`src/rtl/csm_requester.sv`:
```
// csm_requester: accepts one local read/write command at a time and forwards it to a
// shared memory through a request/grant/done handshake. It waits a bounded time for
// the grant and returns one response per command. It also counts the transactions that
// complete without error. The txn_load_i preload lets a test drive txn_count near its
// saturation point without running tens of thousands of transactions.
module csm_requester #(
  parameter int DATA_WIDTH = 8,
  parameter int ADD_WIDTH  = 4,
  parameter int TIMEOUT    = 15
) (
  input  logic                  clk_i,
  input  logic                  rst_ni,
  input  logic                  cmd_valid_i,
  output logic                  cmd_ready_o,
  input  logic                  cmd_write_i,
  input  logic [ADD_WIDTH-1:0]  cmd_addr_i,
  input  logic [DATA_WIDTH-1:0] cmd_wdata_i,
  output logic                  mem_req_o,
  output logic                  mem_write_o,
  output logic [ADD_WIDTH-1:0]  mem_addr_o,
  output logic [DATA_WIDTH-1:0] mem_wdata_o,
  input  logic                  mem_grant_i,
  input  logic                  mem_done_i,
  input  logic [DATA_WIDTH-1:0] mem_rdata_i,
  output logic                  rsp_valid_o,
  input  logic                  rsp_ready_i,
  output logic [DATA_WIDTH-1:0] rsp_rdata_o,
  output logic                  rsp_error_o,
  output logic [15:0]           txn_count_o,
  input  logic                  txn_load_i,
  input  logic [15:0]           txn_load_value_i
);

  typedef enum logic [1:0] {IDLE, REQ, ACCESS, RESP} state_e;

  localparam logic [7:0] TIMEOUT_W = TIMEOUT[7:0];

  state_e                state_q, state_d;
  logic [7:0]            wait_q, wait_d;
  logic                  mem_write_q, mem_write_d;
  logic [ADD_WIDTH-1:0]  mem_addr_q, mem_addr_d;
  logic [DATA_WIDTH-1:0] mem_wdata_q, mem_wdata_d;
  logic [DATA_WIDTH-1:0] rsp_rdata_q, rsp_rdata_d;
  logic                  rsp_error_q, rsp_error_d;
  logic [15:0]           txn_count_q, txn_count_d;

  // State and datapath registers; reset abandons any transaction in flight.
  always_ff @(posedge clk_i or negedge rst_ni) begin
    if (!rst_ni) begin
      state_q     <= IDLE;
      wait_q      <= '0;
      mem_write_q <= 1'b0;
      mem_addr_q  <= '0;
      mem_wdata_q <= '0;
      rsp_rdata_q <= '0;
      rsp_error_q <= 1'b0;
      txn_count_q <= '0;
    end else begin
      state_q     <= state_d;
      wait_q      <= wait_d;
      mem_write_q <= mem_write_d;
      mem_addr_q  <= mem_addr_d;
      mem_wdata_q <= mem_wdata_d;
      rsp_rdata_q <= rsp_rdata_d;
      rsp_error_q <= rsp_error_d;
      txn_count_q <= txn_count_d;
    end
  end

  // Next-state logic: accept, wait for grant (bounded), wait for done, hold response.
  always_comb begin
    state_d     = state_q;
    wait_d      = wait_q;
    mem_write_d = mem_write_q;
    mem_addr_d  = mem_addr_q;
    mem_wdata_d = mem_wdata_q;
    rsp_rdata_d = rsp_rdata_q;
    rsp_error_d = rsp_error_q;
    txn_count_d = txn_count_q;
    case (state_q)
      IDLE: begin
        if (cmd_valid_i) begin
          mem_write_d = cmd_write_i;
          mem_addr_d  = cmd_addr_i;
          mem_wdata_d = cmd_wdata_i;
          wait_d      = '0;
          state_d     = REQ;
        end
      end
      REQ: begin
        // A grant always wins, even on the cycle that would otherwise time out.
        if (mem_grant_i && mem_done_i) begin
          rsp_rdata_d = mem_write_q ? '0 : mem_rdata_i;
          rsp_error_d = 1'b0;
          state_d     = RESP;
        end else if (mem_grant_i) begin
          state_d = ACCESS;
        end else begin
          wait_d = wait_q + 8'd1;
          if (wait_q + 8'd1 == TIMEOUT_W) begin
            rsp_rdata_d = '0;
            rsp_error_d = 1'b1;
            state_d     = RESP;
          end
        end
      end
      ACCESS: begin
        // Once granted the memory owns completion; there is no timeout here.
        if (mem_done_i) begin
          rsp_rdata_d = mem_write_q ? '0 : mem_rdata_i;
          rsp_error_d = 1'b0;
          state_d     = RESP;
        end
      end
      RESP: begin
        if (rsp_ready_i) begin
          if (!rsp_error_q && txn_count_q != 16'hFFFF) begin
            txn_count_d = txn_count_q + 16'd1;
          end
          state_d = IDLE;
        end
      end
      default: state_d = IDLE;
    endcase
    if (txn_load_i) begin
      txn_count_d = txn_load_value_i;
    end
  end

  assign cmd_ready_o = (state_q == IDLE);
  assign mem_req_o   = (state_q == REQ) || (state_q == ACCESS);
  assign rsp_valid_o = (state_q == RESP);
  assign mem_write_o = mem_write_q;
  assign mem_addr_o  = mem_addr_q;
  assign mem_wdata_o = mem_wdata_q;
  assign rsp_rdata_o = rsp_rdata_q;
  assign rsp_error_o = rsp_error_q;
  assign txn_count_o = txn_count_q;

endmodule

```
`config.mk`:
```
export PLATFORM = sky130hd
export DESIGN_NAME = csm_requester
export DESIGN_NICKNAME = d
export VERILOG_FILES = /design/src/rtl/csm_requester.sv
export SDC_FILE = /design/constraint.sdc
export NUM_CORES = 1
export LEC_CHECK = 0
export ABC_AREA = 1
export CAP_MARGIN = 5
export CORE_MARGIN = 8
export CORE_UTILIZATION = 40
export CTS_BUF_LIST = sky130_fd_sc_hd__clkbuf_4 sky130_fd_sc_hd__clkbuf_8
export DETAILED_ROUTE_END_ITERATION = 6
export GPL_TIMING_DRIVEN = 0
export PLACE_DENSITY = 0.7
export SETUP_SLACK_MARGIN = 0.1
export SLEW_MARGIN = 30
export SYNTH_ARGS = -nofsm -noshare
export SYNTH_HDL_FRONTEND = slang
export SYNTH_SLANG_ARGS = --single-unit
```
`constraint.sdc`:
```
create_clock -name clk_i -period 1.7 [get_ports clk_i]
set_input_delay 0.34 -clock clk_i [delete_from_list [all_inputs] [get_ports clk_i]]
set_output_delay 0.34 -clock clk_i [all_outputs]
set_load 0.1 [all_outputs]
```
# ---- After elaboration in Yosys (flattened, before gate mapping)
# Cells that the tools add are included.
dict set report totals {
  word_cells 64
  regBits 48
  output_inout_bits 41
}
dict set report classes {
  n_eq_ne 13
  muxes 26
  add_sub_neg 2
  n_reduce_logical 15
}
# cell n
set op_table {}
lappend op_table {{$mux W16} 4}
lappend op_table {{$mux W8} 8}
lappend op_table {{$pmux W8 S2} 2}
lappend op_table {{$add A16 B1 Y16 const B} 1}
lappend op_table {{$ne A16 B16 Y1 const B} 1}
lappend op_table {{$mux W2} 6}
lappend op_table {{$reduce_and A4 Y1} 3}
lappend op_table {{$reduce_bool A2 Y1} 5}
lappend op_table {{$add A8 B1 Y8 const B} 1}
lappend op_table {{$eq A8 B4 Y1 const B} 1}
lappend op_table {{$ne A2 B2 Y1 const B} 4}
lappend op_table {{$pmux W2 S4} 1}
lappend op_table {{$ne A3 B3 Y1 const B} 2}
lappend op_table {{$eq A2 B2 Y1 const B} 2}
lappend op_table {{$mux W1} 4}
lappend op_table {{$ne A4 B4 Y1 const B} 1}
lappend op_table {{$reduce_and A3 Y1} 1}
lappend op_table {{$eq A2 B1 Y1 const B} 1}
lappend op_table {{$logic_and A1 B1 Y1} 2}
lappend op_table {{$logic_not A2 Y1} 1}
lappend op_table {{$ne A2 B1 Y1 const B} 1}
lappend op_table {{$pmux W1 S2} 1}
lappend op_table {{$reduce_and A2 Y1} 1}
lappend op_table {{$logic_not A1 Y1} 1}
lappend op_table {{$logic_or A1 B1 Y1} 1}

# ---- Logic depth before layout (Yosys ltp)
# Gate-level depths: netlist (run 1).
dict set report depth {
  word_depth 6
  depth_mapped 11
  mapped_depth_nobuf 11
}

# ---- Worst setup path before layout (run 1)
# OpenSTA, ideal clock, no wires.
dict set report synth_timing {
  kind {reg2reg}
  from {register txn_count_q[1], in the netlist txn_count_o[1]}
  to {register txn_count_q[7], in the netlist txn_count_o[7]}
  arrival_ns 2.298
  setup_ns 0.122
  stages_incl_launch_ff 12
  setup_slack_ns -0.720
  path_cell_list {dfrtp_1 ha_1 nand3_2 nor2_4 nand2_4 nor2_8 nand3_2 nand3_4 nand2_4 buf_6 nand2_2 o21ai_2}
}
dict set report synth_between {
  elab_chain_len 5
  elab_cells_between_ends 9
}
# element line
set synth_rtl {}
lappend synth_rtl {{start, declared} 45} ;# logic [15:0] txn_count_q, txn_count_d;
lappend synth_rtl {{start signal, assigned} 66} ;# txn_count_q <= txn_count_d;
lappend synth_rtl {{$add A16 B1 Y16} 118} ;# txn_count_d = txn_count_q + 16'd1;
lappend synth_rtl {{$mux W16} 117} ;# if (!rsp_error_q && txn_count_q != 16'hFFFF) begin
lappend synth_rtl {{$mux W16} 116} ;# if (rsp_ready_i) begin
lappend synth_rtl {{$mux W16} 80} ;# case (state_q)
lappend synth_rtl {{$mux W16} 125} ;# if (txn_load_i) begin
# Parallel ways exist; a longest one is shown, timed or not. The select of a mux whose other input is x is not followed.
# A chain may end at the register's enable or synchronous reset.

# ---- Worst setup path in the final report (run 1)
dict set report layout_timing {
  from {register wait_q[1]}
  to {register rsp_rdata_q[4], in the netlist rsp_rdata_o[4]}
}
dict set report layout_between {
  elab_chain_len 4
}
# element line
set layout_rtl {}
lappend layout_rtl {{start, declared} 39} ;# logic [7:0] wait_q, wait_d;
lappend layout_rtl {{start signal, assigned} 60} ;# wait_q <= wait_d;
lappend layout_rtl {{$add A8 B1 Y8} 100} ;# if (wait_q + 8'd1 == TIMEOUT_W) begin
lappend layout_rtl {{$eq A8 B4 Y1} 100}
lappend layout_rtl {{$ne A3 B3 Y1 (no source line)} -}
lappend layout_rtl {{$reduce_and A4 Y1 (no source line)} -}
lappend layout_rtl {{end signal, assigned} 64} ;# rsp_rdata_q <= rsp_rdata_d;
lappend layout_rtl {{end, declared} 43} ;# logic [DATA_WIDTH-1:0] rsp_rdata_q, rsp_rdata_d;
# No other way between the ends.

==> results.yml, run 1 <==
outcome:
  status: "finished, violations left"
  violations: "setup timing"
setup_path:
  worstSetupEndpoint: "rsp_rdata_o[4]$_DFFE_PN0P_"
  start_kind: "register"
  critPathMaxFanout: 6
  worstReg2RegStart: "wait_q[1]$_DFFE_PN0P_"
  reg2reg_depth: 11
  cp_slowest_stage_delay_ps: 400
  r2r_end: "rsp_rdata_o[4]$_DFFE_PN0P_"
  cp_cell_sequence: "ha_2 > nand2_2 > inv_2 > nor2_2 > nand3_1 > nor2_2 > nand3_2 > nand2_4 > buf_12 > nand3_1 > nand2_1"
  cp.depth: 11
  cp.required_ps: 1940
  cp_num_buf_inv: 2
  crit_type: "register to register"
  r2r_slack_ps: -10
  crit_family: "simple AND/OR/NAND/NOR gates"
  cp-end-kind: "register"
  startpoint: "wait_q[1]$_DFFE_PN0P_"
  cp_data_arrival_time_ps: 1950
  slowest_stage: "dfrtp_1"
logic_synthesis:
  synthCells: 370
  synth_area_um2: 2840
  yosysWarnings: 0
  synth_cell_types: 31
  ys_seq_area_share_pct: 42.3
  syn_area_per_cell_um2: 7.67
  synth_seq_cells: 48
  synth_fp_nets: 421
floorplanning:
  core_area_um2: 6830
  initial_core_util_pct: 41.6
  die_w_um: 100
  num_rows: 30
  die_y_um: 100
  fp.dieArea_um2: 10000
  io_pins: 85
timing:
  rsz0062_at_grt: "true"
  setup_viol: 4
  hold_viol_final: 0
  fin_ws_ps: -13.0
  finalCritPeriodShare_pct: 101
  drv_slew: 0
  clock_skew_ps: 14.5
  worst_pin_slew_ps: 581
  post-route-min-period_ps: 1710
  max_slew_margin_pct: 61.2
  worst_hold_slack_ps: 365
  max_freq_ghz: 0.584
route:
  dr.pass1.iters: 4
  wl_um: 8830
  wire_per_inst_um: 15.1
  vias: 2892
  ant_nets: 0
  drc_errors: 0
  vias_per_cell: 4.95
  drt_iter0_drc: 98
place:
  port_buffers: 83
  place_ws_ps: -544
  hpwl_um: 5830
  finalWeightedCongestion: 0.865
power:
  vdd_drop_max_uv: 1920
  p_leak_nw: 2.14
  p_per_area_nw_per_um2: 2020
cells_and_area:
  diodes: 0
  drive_gt1_share_pct: 36.7
  areaGrowthSynthToFinish_pct: 56.7
  num-nets-final: 538
  filler_cell_count: 567
grt:
  grt_max_degree: 47
  grt_use_total_pct: 16.7
  grt_pass1_vias: 2844
  antenna_found_initial: 0
  grt_overflow: 0
  grt_first_pass_wirelength_um: 13600
cts:
  htreeDepth: 2
  clockBufferDepth: 2
  numCtsBuffers: 5
  tritoncts: "yes"
  clock_latency_ps: 310
  cts_root_buffer: "clkbuf_8"
  clk_pin_slew_ps: 90
  clock-sinks: 48
run:
  maxCapViolations: 0
worst_hold_path:
  hold_class: "primary input to asynchronous set/reset pin"
[cell type report]
type                       instances  area [µm²]  area share (%)
multi-input combinational        271        1690            38.1
sequential                        48        1220            27.5
timing repair buffer             110        1080            24.2
inverter                          44         165            3.71
tap                               96         120            2.70
clock buffer                       7        90.1            2.03
buffer                             7        66.3            1.49
clock inverter                     1        8.76           0.197
[sequential cells by signal, summed over array words and instances (netlist names)]
signal       cells
txn_count_o     16
mem_addr_o       4
mem_write_o      1
state_q          2
wait_q           8
mem_wdata_o      8
rsp_error_o      1
rsp_rdata_o      8
[timing repair]
| item | 4_1_cts | 5_1_grt |
|---|---|---|
| endpoints found under the setup margin | 76 | 47 |
| hold buffers | 1 | 0 |
| pin swaps | 10 | 17 |
| resized for setup | 193 | 59 |
| hold endpoints to repair | 2 | 0 |
| setup buffers | 20 | 3 |
| gates cloned | 1 | 1 |
[per-layer routing]
metal  routed length [µm]  part of all wire, %  up-vias  GRT usage [%]
met3                  610                  6.9       13           4.91
met1                 3410                   39     1387           18.8
met5                    0                    0        -              0
li1                     -                    -     1410              -
met4                   99                  1.1        0           4.19
met2                 4710                   53       82           30.0
[synthesized netlist by cell type]
cell	count	area (µm²)
nand3_2	2	20.0
o21ai_1	2	10.0
a21oi_1	2	10.0
nand2_1	120	450
mux2_2	12	135
inv_1	44	165
o22ai_1	1	6.26
nand3_1	43	215
nand4_1	2	12.5
ha_1	7	87.6
o21ai_0	12	60.1
nand2_4	2	22.5
nand3_4	1	17.5
o21ai_2	9	78.8
a31oi_1	2	12.5
buf_1	1	3.75
nor2_2	1	6.26
a211oi_2	1	12.5
buf_6	2	22.5
dfrtp_1	48	1200
nor2_1	34	128
clkbuf_1	4	15.0
nor2_8	1	20.0
o21bai_1	1	7.51
nand2_2	6	37.5
o31ai_1	2	15.0
nor2_4	1	11.3
nor3_1	2	10.0
nor3_2	1	10.0
xor2_1	2	17.5
xnor2_1	2	17.5
[through the flow]
step                      power (mW)  cells  util, %  cell area, µm²  setup TNS, ps
after global routing            9.41    584     65.1            4450          -1020
after CTS                       8.67    580     62.5            4270          -34.1
after floorplan                 6.29    370        -            2930          -2920
after global placement          7.51    549     56.8            3880         -70710
final                           9.00    584     65.1            4450          -17.1
after detailed placement        7.59    550     57.2            3910         -11090
[cell usage in the layout (no fill, tap or decap), types with 3 or more instances in the layout]
cell,count
mux2_2,12
nand3_4,3
buf_2,16
o21ai_0,12
nor2_1,28
buf_12,6
nand3_1,37
clkbuf_8,6
clkbuf_1,4
clkdlybuf4s50_1,41
o21ai_2,10
ha_4,3
clkdlybuf4s15_2,14
clkdlybuf4s18_2,5
buf_6,5
dfrtp_2,13
nand2_4,11
nand3_2,6
nor2_4,3
nor2_2,5
dfrtp_1,33
inv_2,7
nand2_2,17
inv_1,37
nand2_1,98
buf_4,21
[worst min path at each step]
stage	from	end	slack [ps]
floorplan	rst_ni	mem_addr_o[0]$_DFFE_PN0P_	40
global placement	rsp_rdata_o[5]$_DFFE_PN0P_	rsp_rdata_o[5]$_DFFE_PN0P_	450
detailed placement	rst_ni	rsp_rdata_o[2]$_DFFE_PN0P_	140
CTS	rst_ni	rsp_rdata_o[3]$_DFFE_PN0P_	360
global route	rst_ni	rsp_rdata_o[3]$_DFFE_PN0P_	370
finish	rst_ni	rsp_rdata_o[3]$_DFFE_PN0P_	360
[power breakdown]
| group | leakage, nW | internal [mW] | switching [mW] |
|---|---|---|---|
| Combinational | 1.50 | 1.74 | 4.51 |
| Sequential | 0.589 | 1.61 | 0.371 |
| Clock | 0.0519 | 0.351 | 0.409 |
| Total | 2.14 | 3.71 | 5.29 |
[kinds of logic (layout without fill, tap and decap cells)]
| kind of cell | count (synthesis) | count (layout) | synth area share [%] |
|---|---|---|---|
| buffers and inverters | 51 | 169 | 7.27 |
| muxes | 12 | 12 | 4.76 |
| and+or+nand+nor | 216 | 216 | 33.8 |
| AOI/OAI and AO/OA | 32 | 32 | 7.49 |
| adders and majority gates | 7 | 7 | 3.08 |
| xor gates and xnor gates | 4 | 4 | 1.23 |
| DFF | 48 | 48 | 42.3 |
Power figures use the tool's default switching activity.
==> run 2, diff against run 1 <==
CORE_UTILIZATION = 44   (was 40)
PLACE_DENSITY = 0.76   (was 0.7)
==> results.yml, run 2 (same netlist as run 1, synthesis figures left out) <==
outcome:
  status: "finished, violations left"
  violations: "setup timing"
cts:
  clock_latency_ps: 310
  clk_pin_slew_ps: 100
  clock-sinks: 48
  htreeDepth: 2
  cts_root_buffer: "clkbuf_8"
  tritoncts: "yes"
  cts_hold_buf: 0
  numCtsBuffers: 5
  clockBufferDepth: 2
setup_path:
  cp.required_ps: 1900
  cp_slowest_stage_delay_ps: 440
  cp-end-kind: "register"
  start_kind: "register"
  r2r_slack_ps: -4
  crit_type: "register to register"
  critPathMaxFanout: 7
  worstReg2RegStart: "txn_count_o[0]$_DFFE_PN0P_"
  cp_data_arrival_time_ps: 1900
  r2r_end: "txn_count_o[8]$_DFFE_PN0P_"
  crit_family: "simple AND/OR/NAND/NOR gates"
  cp_num_buf_inv: 1
  cp_cell_sequence: "ha_4 > nand3_4 > nor2_4 > nand2_4 > nor2_8 > nand3_4 > nand3_4 > nand2_8 > buf_12 > nand2_4 > o21ai_4"
  reg2reg_depth: 11
  path_common_cell: "nand3_4"
  slowest_stage: "dfrtp_4"
cells_and_area:
  final_cells: 568
  num-nets-final: 541
  largest_reg_flops: 16
  drive_gt1_share_pct: 40.5
  layout_commonest_cell: "nand2_1"
  diodes: 0
  stdcell_area_um2: 4530
  areaGrowthSynthToFinish_pct: 59.7
  filler_cell_count: 458
  layout_common_cells: "nand2_1 (92), clkdlybuf4s50_1 (41), inv_1 (37), nand3_1 (30), dfrtp_1 (30)"
place:
  port_buffers: 83
  place_area_um2: 3860
  hpwl_um: 5700
  finalWeightedCongestion: 0.902
  dp.cells: 530
timing:
  worst_pin_slew_ps: 637
  post-route-min-period_ps: 1700
  rsz0062_at_grt: "true"
  max_freq_ghz: 0.587
  drv_slew: 0
  hold_viol_final: 0
  max_slew_margin_pct: 57.6
  finalCritPeriodShare_pct: 100
  clock_skew_ps: 13.6
  fin_ws_ps: -4.02
  setup_viol: 1
  worst_hold_slack_ps: 31.4
grt:
  antenna_found_initial: 0
  grt_first_pass_wirelength_um: 14100
  grt_pass1_vias: 3051
  grt_use_total_pct: 19.1
  grt_max_degree: 49
  grt_overflow: 0
power:
  p_per_area_nw_per_um2: 2080
  p_leak_nw: 2.18
  vdd_drop_max_uv: 1870
route:
  vias: 2949
  drc_errors: 0
  dr.pass1.iters: 4
  vias_per_cell: 5.19
  wl_um: 9360
  wire_per_inst_um: 16.5
  ant_nets: 0
  drt_iter0_drc: 126
floorplanning:
  die_y_um: 96.3
  num_rows: 29
  die_w_um: 96.3
  fp.dieArea_um2: 9280
  io_pins: 85
  core_area_um2: 6310
  initial_core_util_pct: 45.0
run:
  maxCapViolations: 0
worst_hold_path:
  hold_class: "primary input to asynchronous set/reset pin"
## run 2: cell count changes in the layout (fill, tap and decap cells not counted), moves of 3 or more
cell and change:
buf_2 +3, clkdlybuf4s15_2 -5, dfrtp_1 -3, dfrtp_2 +3
nand2_1 -6, nand2_2 +7, nand3_1 -7, nand3_2 +5
## run 2: where the power goes
group / internal [mW] / switching (mW)
Combinational: 1.83 / 4.60
Clock: 0.520 / 0.407
Sequential: 1.62 / 0.444
Total: 3.97 / 5.45
## run 2: how the worst max path moves through the flow
stage	start	end	slack, ps	cells past startpoint
4_1_cts	txn_count_o[0]$_DFFE_PN0P_	txn_count_o[14]$_DFFE_PN0P_	-10	11
6_report	txn_count_o[0]$_DFFE_PN0P_	txn_count_o[8]$_DFFE_PN0P_	-4	11
3_3_place_gp	rst_ni	txn_count_o[1]$_DFFE_PN0P_	-1480	1
2_1_floorplan	txn_count_o[0]$_DFFE_PN0P_	txn_count_o[10]$_DFFE_PN0P_	-200	11
5_1_grt	wait_q[0]$_DFFE_PN0P_	rsp_rdata_o[1]$_DFFE_PN0P_	-80	11
3_5_place_dp	state_q[0]$_DFFE_PN0P_	mem_req_o	-550	3
## run 2: repair_timing
| action | CTS | global route |
|---|---|---|
| setup buffers | 23 | 4 |
| pin swaps | 24 | 25 |
| setup endpoints to repair | 76 | 57 |
| gates cloned | 2 | 1 |
| gates resized for setup | 208 | 77 |
## run 2: stage by stage
step	total power [mW]	setup slack (ps)	util, %	TNS, ps
after floorplan	6.29	-203	-	-2920
after global placement	7.47	-1480	61.1	-68130
after detailed placement	7.56	-546	61.1	-10820
after CTS	8.97	-14.9	68.6	-47.3
after global routing	9.82	-82.2	71.8	-1400
final	9.42	-4.02	71.8	-4.02
## run 2: metal layers
| layer | global-route usage, % | vias to the layer above | wire length (µm) |
|---|---|---|---|
| met4 | 4.54 | 0 | 187 |
| met5 | 0 | - | 0 |
| li1 | - | 1419 | - |
| met2 | 36.0 | 89 | 4920 |
| met1 | 20.7 | 1424 | 3610 |
| met3 | 5.15 | 17 | 646 |
## run 2: final cells by class
class | instances | area, µm² | share of cell area [%]
Clock buffer | 7 | 96.3 | 2.13
Sequential cell | 48 | 1230 | 27.1
Inverter | 44 | 168 | 3.70
Clock inverter | 1 | 30.0 | 0.662
Multi-Input combinational cell | 272 | 1790 | 39.5
Tap cell | 77 | 96.3 | 2.13
Timing Repair Buffer | 112 | 1060 | 23.4
Buffer | 7 | 62.6 | 1.38
==> run 3, diff against run 2 <==
CTS_CLUSTER_SIZE = 24   (was not set)
==> results of run 3 <==
No change in the layout: final DEF, timing and power equal those of run 2.
==> edit 1: new RTL, settings of run 3 <==
Take the reset off `rsp_rdata_q` and load it in a clocked block of its own.
--- a/src/rtl/csm_requester.sv
+++ b/src/rtl/csm_requester.sv
@@ -52,7 +52,6 @@
       mem_write_q <= 1'b0;
       mem_addr_q  <= '0;
       mem_wdata_q <= '0;
-      rsp_rdata_q <= '0;
       rsp_error_q <= 1'b0;
       txn_count_q <= '0;
     end else begin
@@ -61,10 +60,13 @@
       mem_write_q <= mem_write_d;
       mem_addr_q  <= mem_addr_d;
       mem_wdata_q <= mem_wdata_d;
-      rsp_rdata_q <= rsp_rdata_d;
       rsp_error_q <= rsp_error_d;
       txn_count_q <= txn_count_d;
     end
+  end
+
+  always_ff @(posedge clk_i) begin
+    rsp_rdata_q <= rsp_rdata_d;
   end
 
   // Next-state logic: accept, wait for grant (bounded), wait for done, hold response.
Check against the original RTL: differs if rst_ni is asserted again (counterexample within 4 cycles, from zero or initial values and one cycle with rst_ni low); with rst_ni held inactive, the same outputs for 10 cycles.
==> edit 1 against run 3 <==
The flow still finishes with violations (negative setup slack). Routed wire length decreased by 8.4%. Critical path depth down 1. Worst setup slack got worse by 0.024 ns. Critical path type unchanged. Area after synthesis down 2.2%. Sequential cell count is the same. Final cell count is 4.2% lower. Power decreased by 7.5%. Cell area fell by 3.1%. Highest routed layer unchanged.
==> edit 1: results (changes against run 3) <==
global_route:
  grt_use_met2_pct: 34.5  # was 36.0%
  use_met3_pct: 4.33  # was 5.15%
  grt_use_total_pct: 18.7  # was 19.1%
  grt_max_degree: 22  # was 49
place:
  gp_congestion: 0.889  # was 0.902
  dpl_cell_area_um2: 3840  # was 3860 µm²
  dp_hpwl_um: 6020  # was 5700 µm
  numPortBuffers: 84  # was 83
power:
  netSwitchingFraction_pct: 58.2  # was 57.9%
  combPwrFrac_pct: 68.1  # was 68.3%
  internal-power_uw: 3640  # was 3970 µW
  clkPwrFrac_pct: 7.9  # was 9.8%
  leakagePower_uw: 0.00200  # was 0.00218 µW
  ir_drop_v: 0.00166  # was 0.00187 V
synthesis:
  yosysSeqAreaShare_pct: 44.7  # was 42.3%
  ys_async_sr_fraction_pct: 83.3  # was 100%
  synth.mux.area_fraction_pct: 5.28  # was 4.76%
  synth_edf_count: 8  # was 0
  synth_compound_area_share_pct: 7.89  # was 7.49%
  synth-xor-area-share_pct: 0.631  # was 1.23%
  synthTopCellsByArea: "dfrtp_1 (36%), nand2_1 (13%), edfxtp_1 (8.7%)"  # was dfrtp_1 (42%), nand2_1 (16%), nand3_1 (7.6%)
route:
  drt_iter0_drc: 127  # was 126
  route.vias.total: 2825  # was 2949
outcome:
  status: "finished with violations"  # unchanged
  violations: "negative setup slack"  # unchanged
worst_hold_path:
  hp-class: "reg2reg"  # was in2async
sta:
  worstMarginPinSlew_ns: 0.564  # was 0.637 ns
  worst_slack_ns: -0.0276  # was -0.00402 ns
  setup_viol: 2  # was 1
layout:
  nNonClkBuffers: 121  # was 119
  final_nets: 517  # was 541
  multi_input_area_share_pct: 35.9  # was 39.5%
  nFillCells: 471  # was 458
  fin_util_pct: 70.4  # was 71.8%
  ff_latch_area_um2: 1280  # was 1230 µm²
  post-route-cell-area_um2: 4390  # was 4530 µm²
## edit 1: cell types whose count changed after synthesis, sizes merged, moves of 2 or more
cell / run 3 / this run
nand2: 128 / 100
nand3: 46 / 37
dfrtp: 48 / 40
edfxtp: 0 / 8
nor3: 3 / 9
nor2: 37 / 33
or2: 0 / 4
inv: 44 / 47
nand4: 2 / 4
## edit 1: final timing paths
kind	startpoint	endpoint	slack [ns]	depth (start not counted)
worst max-delay path	txn_count_o[1]	txn_count_o[4]	-0.03	10
worst min-delay path	rsp_error_o	rsp_error_o	0.50	2
worst max register to register	txn_count_o[1]	txn_count_o[4]	-0.03	10
worst min register to register	rsp_error_o	rsp_error_o	0.50	2
max in group asynchronous	rst_ni	txn_count_o[14]	0.66	3
min in group asynchronous	rst_ni	txn_count_o[3]	0.53	2
## edit 1: timing repair
item	CTS	global route
cloned	2	0
buffers inserted	19	11
pin swaps	11	22
hold endpoints to repair	3	0
gates resized for setup	204	64
hold buffers	1	0
setup endpoints to repair	84	41
==> edit 2: new RTL, config.mk and constraints of run 3 <==
Without the edit above. `ADD_WIDTH`: 4 -> 6.
--- a/src/rtl/csm_requester.sv
+++ b/src/rtl/csm_requester.sv
@@ -5,7 +5,7 @@
 // saturation point without running tens of thousands of transactions.
 module csm_requester #(
   parameter int DATA_WIDTH = 8,
-  parameter int ADD_WIDTH  = 4,
+  parameter int ADD_WIDTH  = 6,
   parameter int TIMEOUT    = 15
 ) (
   input  logic                  clk_i,
Interface: changed (resized cmd_addr_i and mem_addr_o); port bits go from 85 to 89. The function was not compared with the original's and may differ.
==> edit 2 against run 3 <==
The run still ends with negative setup slack left. Core utilization shrank 0.15 points. Global-route usage decreased by 1.6 points. Synthesized cell count grew 4.6%. Cell area up 1.5%. Worst setup slack worse by 0.021 ns. Area after synthesis is 3.6% higher. Power is 2.4% lower. Fmax decreased by 1.2%. Die area up 3.0%. Routed wire length fell by 4.6%. Sequential cell count up 2. Count of clock-buffer cells in the layout down 2. Critical path depth is the same. Largest power group unchanged.
==> edit 2: results (changes against run 3) <==
global_route:
  grt_max_degree: 48  # was 49
  grt_use_total_pct: 17.5  # was 19.1%
  grt_pass1_vias: 3048  # was 3051
  grt_antenna_before_repair: 0  # unchanged
  grt_pass1_wl_um: 14100  # about the same
outcome:
  violations: "negative setup slack"  # unchanged
  status: "finished with violations"  # unchanged
layout:
  nFillCells: 469  # was 458
  multi_input_area_um2: 1810  # was 1790 µm²
  drive_gt1_share_pct: 38.5  # was 40.5%
  final_nets: 564  # was 541
  largest_reg_flops: 16  # unchanged
synthesis:
  synth_common_cells: "nand2_1 (137), dfrtp_1 (50), nand3_1 (48)"  # was nand2_1 (120), dfrtp_1 (48), inv_1 (44)
  ys_async_sr_fraction_pct: 100  # unchanged
  synthTopCellsByArea: "dfrtp_1 (43%), nand2_1 (17%), nand3_1 (8.2%)"  # was dfrtp_1 (42%), nand2_1 (16%), nand3_1 (7.6%)
  synth.distinct_cells: 32  # was 31
  syn_nets: 440  # was 421
  yosysSeqAreaShare_pct: 42.6  # was 42.3%
route:
  drt_iter0_drc: 158  # was 126
  vias_per_cell: 5.16  # was 5.19
  routed_wl_um: 8940  # was 9360 µm
  wl_met2_um: 4460  # was 4920 µm
  wl_met3_um: 757  # was 646 µm
  wl_met1_um: 3630  # was 3610 µm
setup_path:
  worstPathMaxFanout: 7  # unchanged
  cp.arrival_ns: 1.97  # was 1.90 ns
  crit_slowest_cell: "dfrtp_1"  # was dfrtp_4
sta:
  worstMarginPinSlew_ns: 0.565  # was 0.637 ns
  setup_viol: 5  # was 1
  worst_slack_ns: -0.0252  # was -0.00402 ns
  fin_skew_ns: 0.0109  # was 0.0136 ns
power:
  netSwitchingFraction_pct: 59.2  # was 57.9%
  leakagePower_uw: 0.00220  # was 0.00218 µW
  ir_drop_v: 0.00200  # was 0.00187 V
clock_network:
  htree_levels: 2  # unchanged
place:
  dpl_cell_area_um2: 4050  # was 3860 µm²
  gp_congestion: 0.945  # was 0.902
  dp_hpwl_um: 5870  # was 5700 µm
  numPortBuffers: 88  # was 83
worst_hold_path:
  hp-class: "in2async"  # unchanged
edit 2: worst paths after layout:
| kind | start | endpoint | slack (ns) | depth (start not counted) |
|---|---|---|---|---|
| max | wait_q[1] | rsp_rdata_o[0] | -0.03 | 11 |
| min | rst_ni | txn_count_o[2] | 0.37 | 2 |
| max reg2reg | wait_q[1] | rsp_rdata_o[0] | -0.03 | 11 |
| min reg2reg | rsp_rdata_o[5] | rsp_rdata_o[5] | 0.49 | 2 |
| max in group asynchronous | rst_ni | mem_write_o | 0.88 | 3 |
| min in group clk_i | rsp_rdata_o[5] | rsp_rdata_o[5] | 0.49 | 2 |
edit 2: layer usage:
metal,GRT usage (%),up-vias
met5,0,-
met4,3.96,0
met3,6.74,10
met2,30.0,113
met1,20.2,1432
li1,-,1487
edit 2: timing repair:
item / in CTS / in global routing
pin swaps: 11 / 24
hold buffers: 1 / 0
endpoints found under the hold margin: 3 / 0
setup buffers: 18 / 7
gates resized for setup: 205 / 89
endpoints found under the setup margin: 76 / 60
gates cloned: 2 / 1
edit 2: stage by stage:
stage          std cells  total power (µW)  hold slack (ns)  worst slack, ns  TNS, ns
5_1_grt              589              9630            0.375          -0.0823    -1.21
3_3_place_gp         552              7640            0.455            -1.58   -76.73
6_report             589              9200            0.370          -0.0252  -0.0750
3_5_place_dp         553              7720            0.151           -0.554   -11.87
4_1_cts              581              8650            0.373          -0.0368   -0.341
2_1_floorplan        387              6420           0.0444           -0.187    -2.37
edit 2: cell families after synthesis:
kind of cell / share of synthesized area (%)
AOI/OAI and AO/OA: 4.04
xor gates and xnor gates: 1.19
and+or+nand+nor: 35.6
muxes: 5.74
DFF: 42.6
buffers and inverters: 7.91
adders and majority gates: 2.98
edit 2: power by group through the flow:
stage | logic (µW) | clock network, µW | registers [µW]
6_report | 6380 | 706 | 2110
3_5_place_dp | 5620 | 0 | 2100
2_1_floorplan | 1830 | 0 | 4590
4_1_cts | 5860 | 732 | 2060
5_1_grt | 6680 | 778 | 2170
3_3_place_gp | 5570 | 0 | 2070
edit 2: area by class of cell:
| class | instances | share of cell area, % |
|---|---|---|
| plain buffers | 7 | 1.71 |
| clock buffers | 5 | 1.50 |
| clock inverters | 3 | 0.462 |
| inverters | 42 | 3.51 |
| multi-input cells | 288 | 39.3 |
| flip-flops and latches | 50 | 27.8 |
| well taps | 77 | 2.09 |
| repair buffers | 117 | 23.6 |
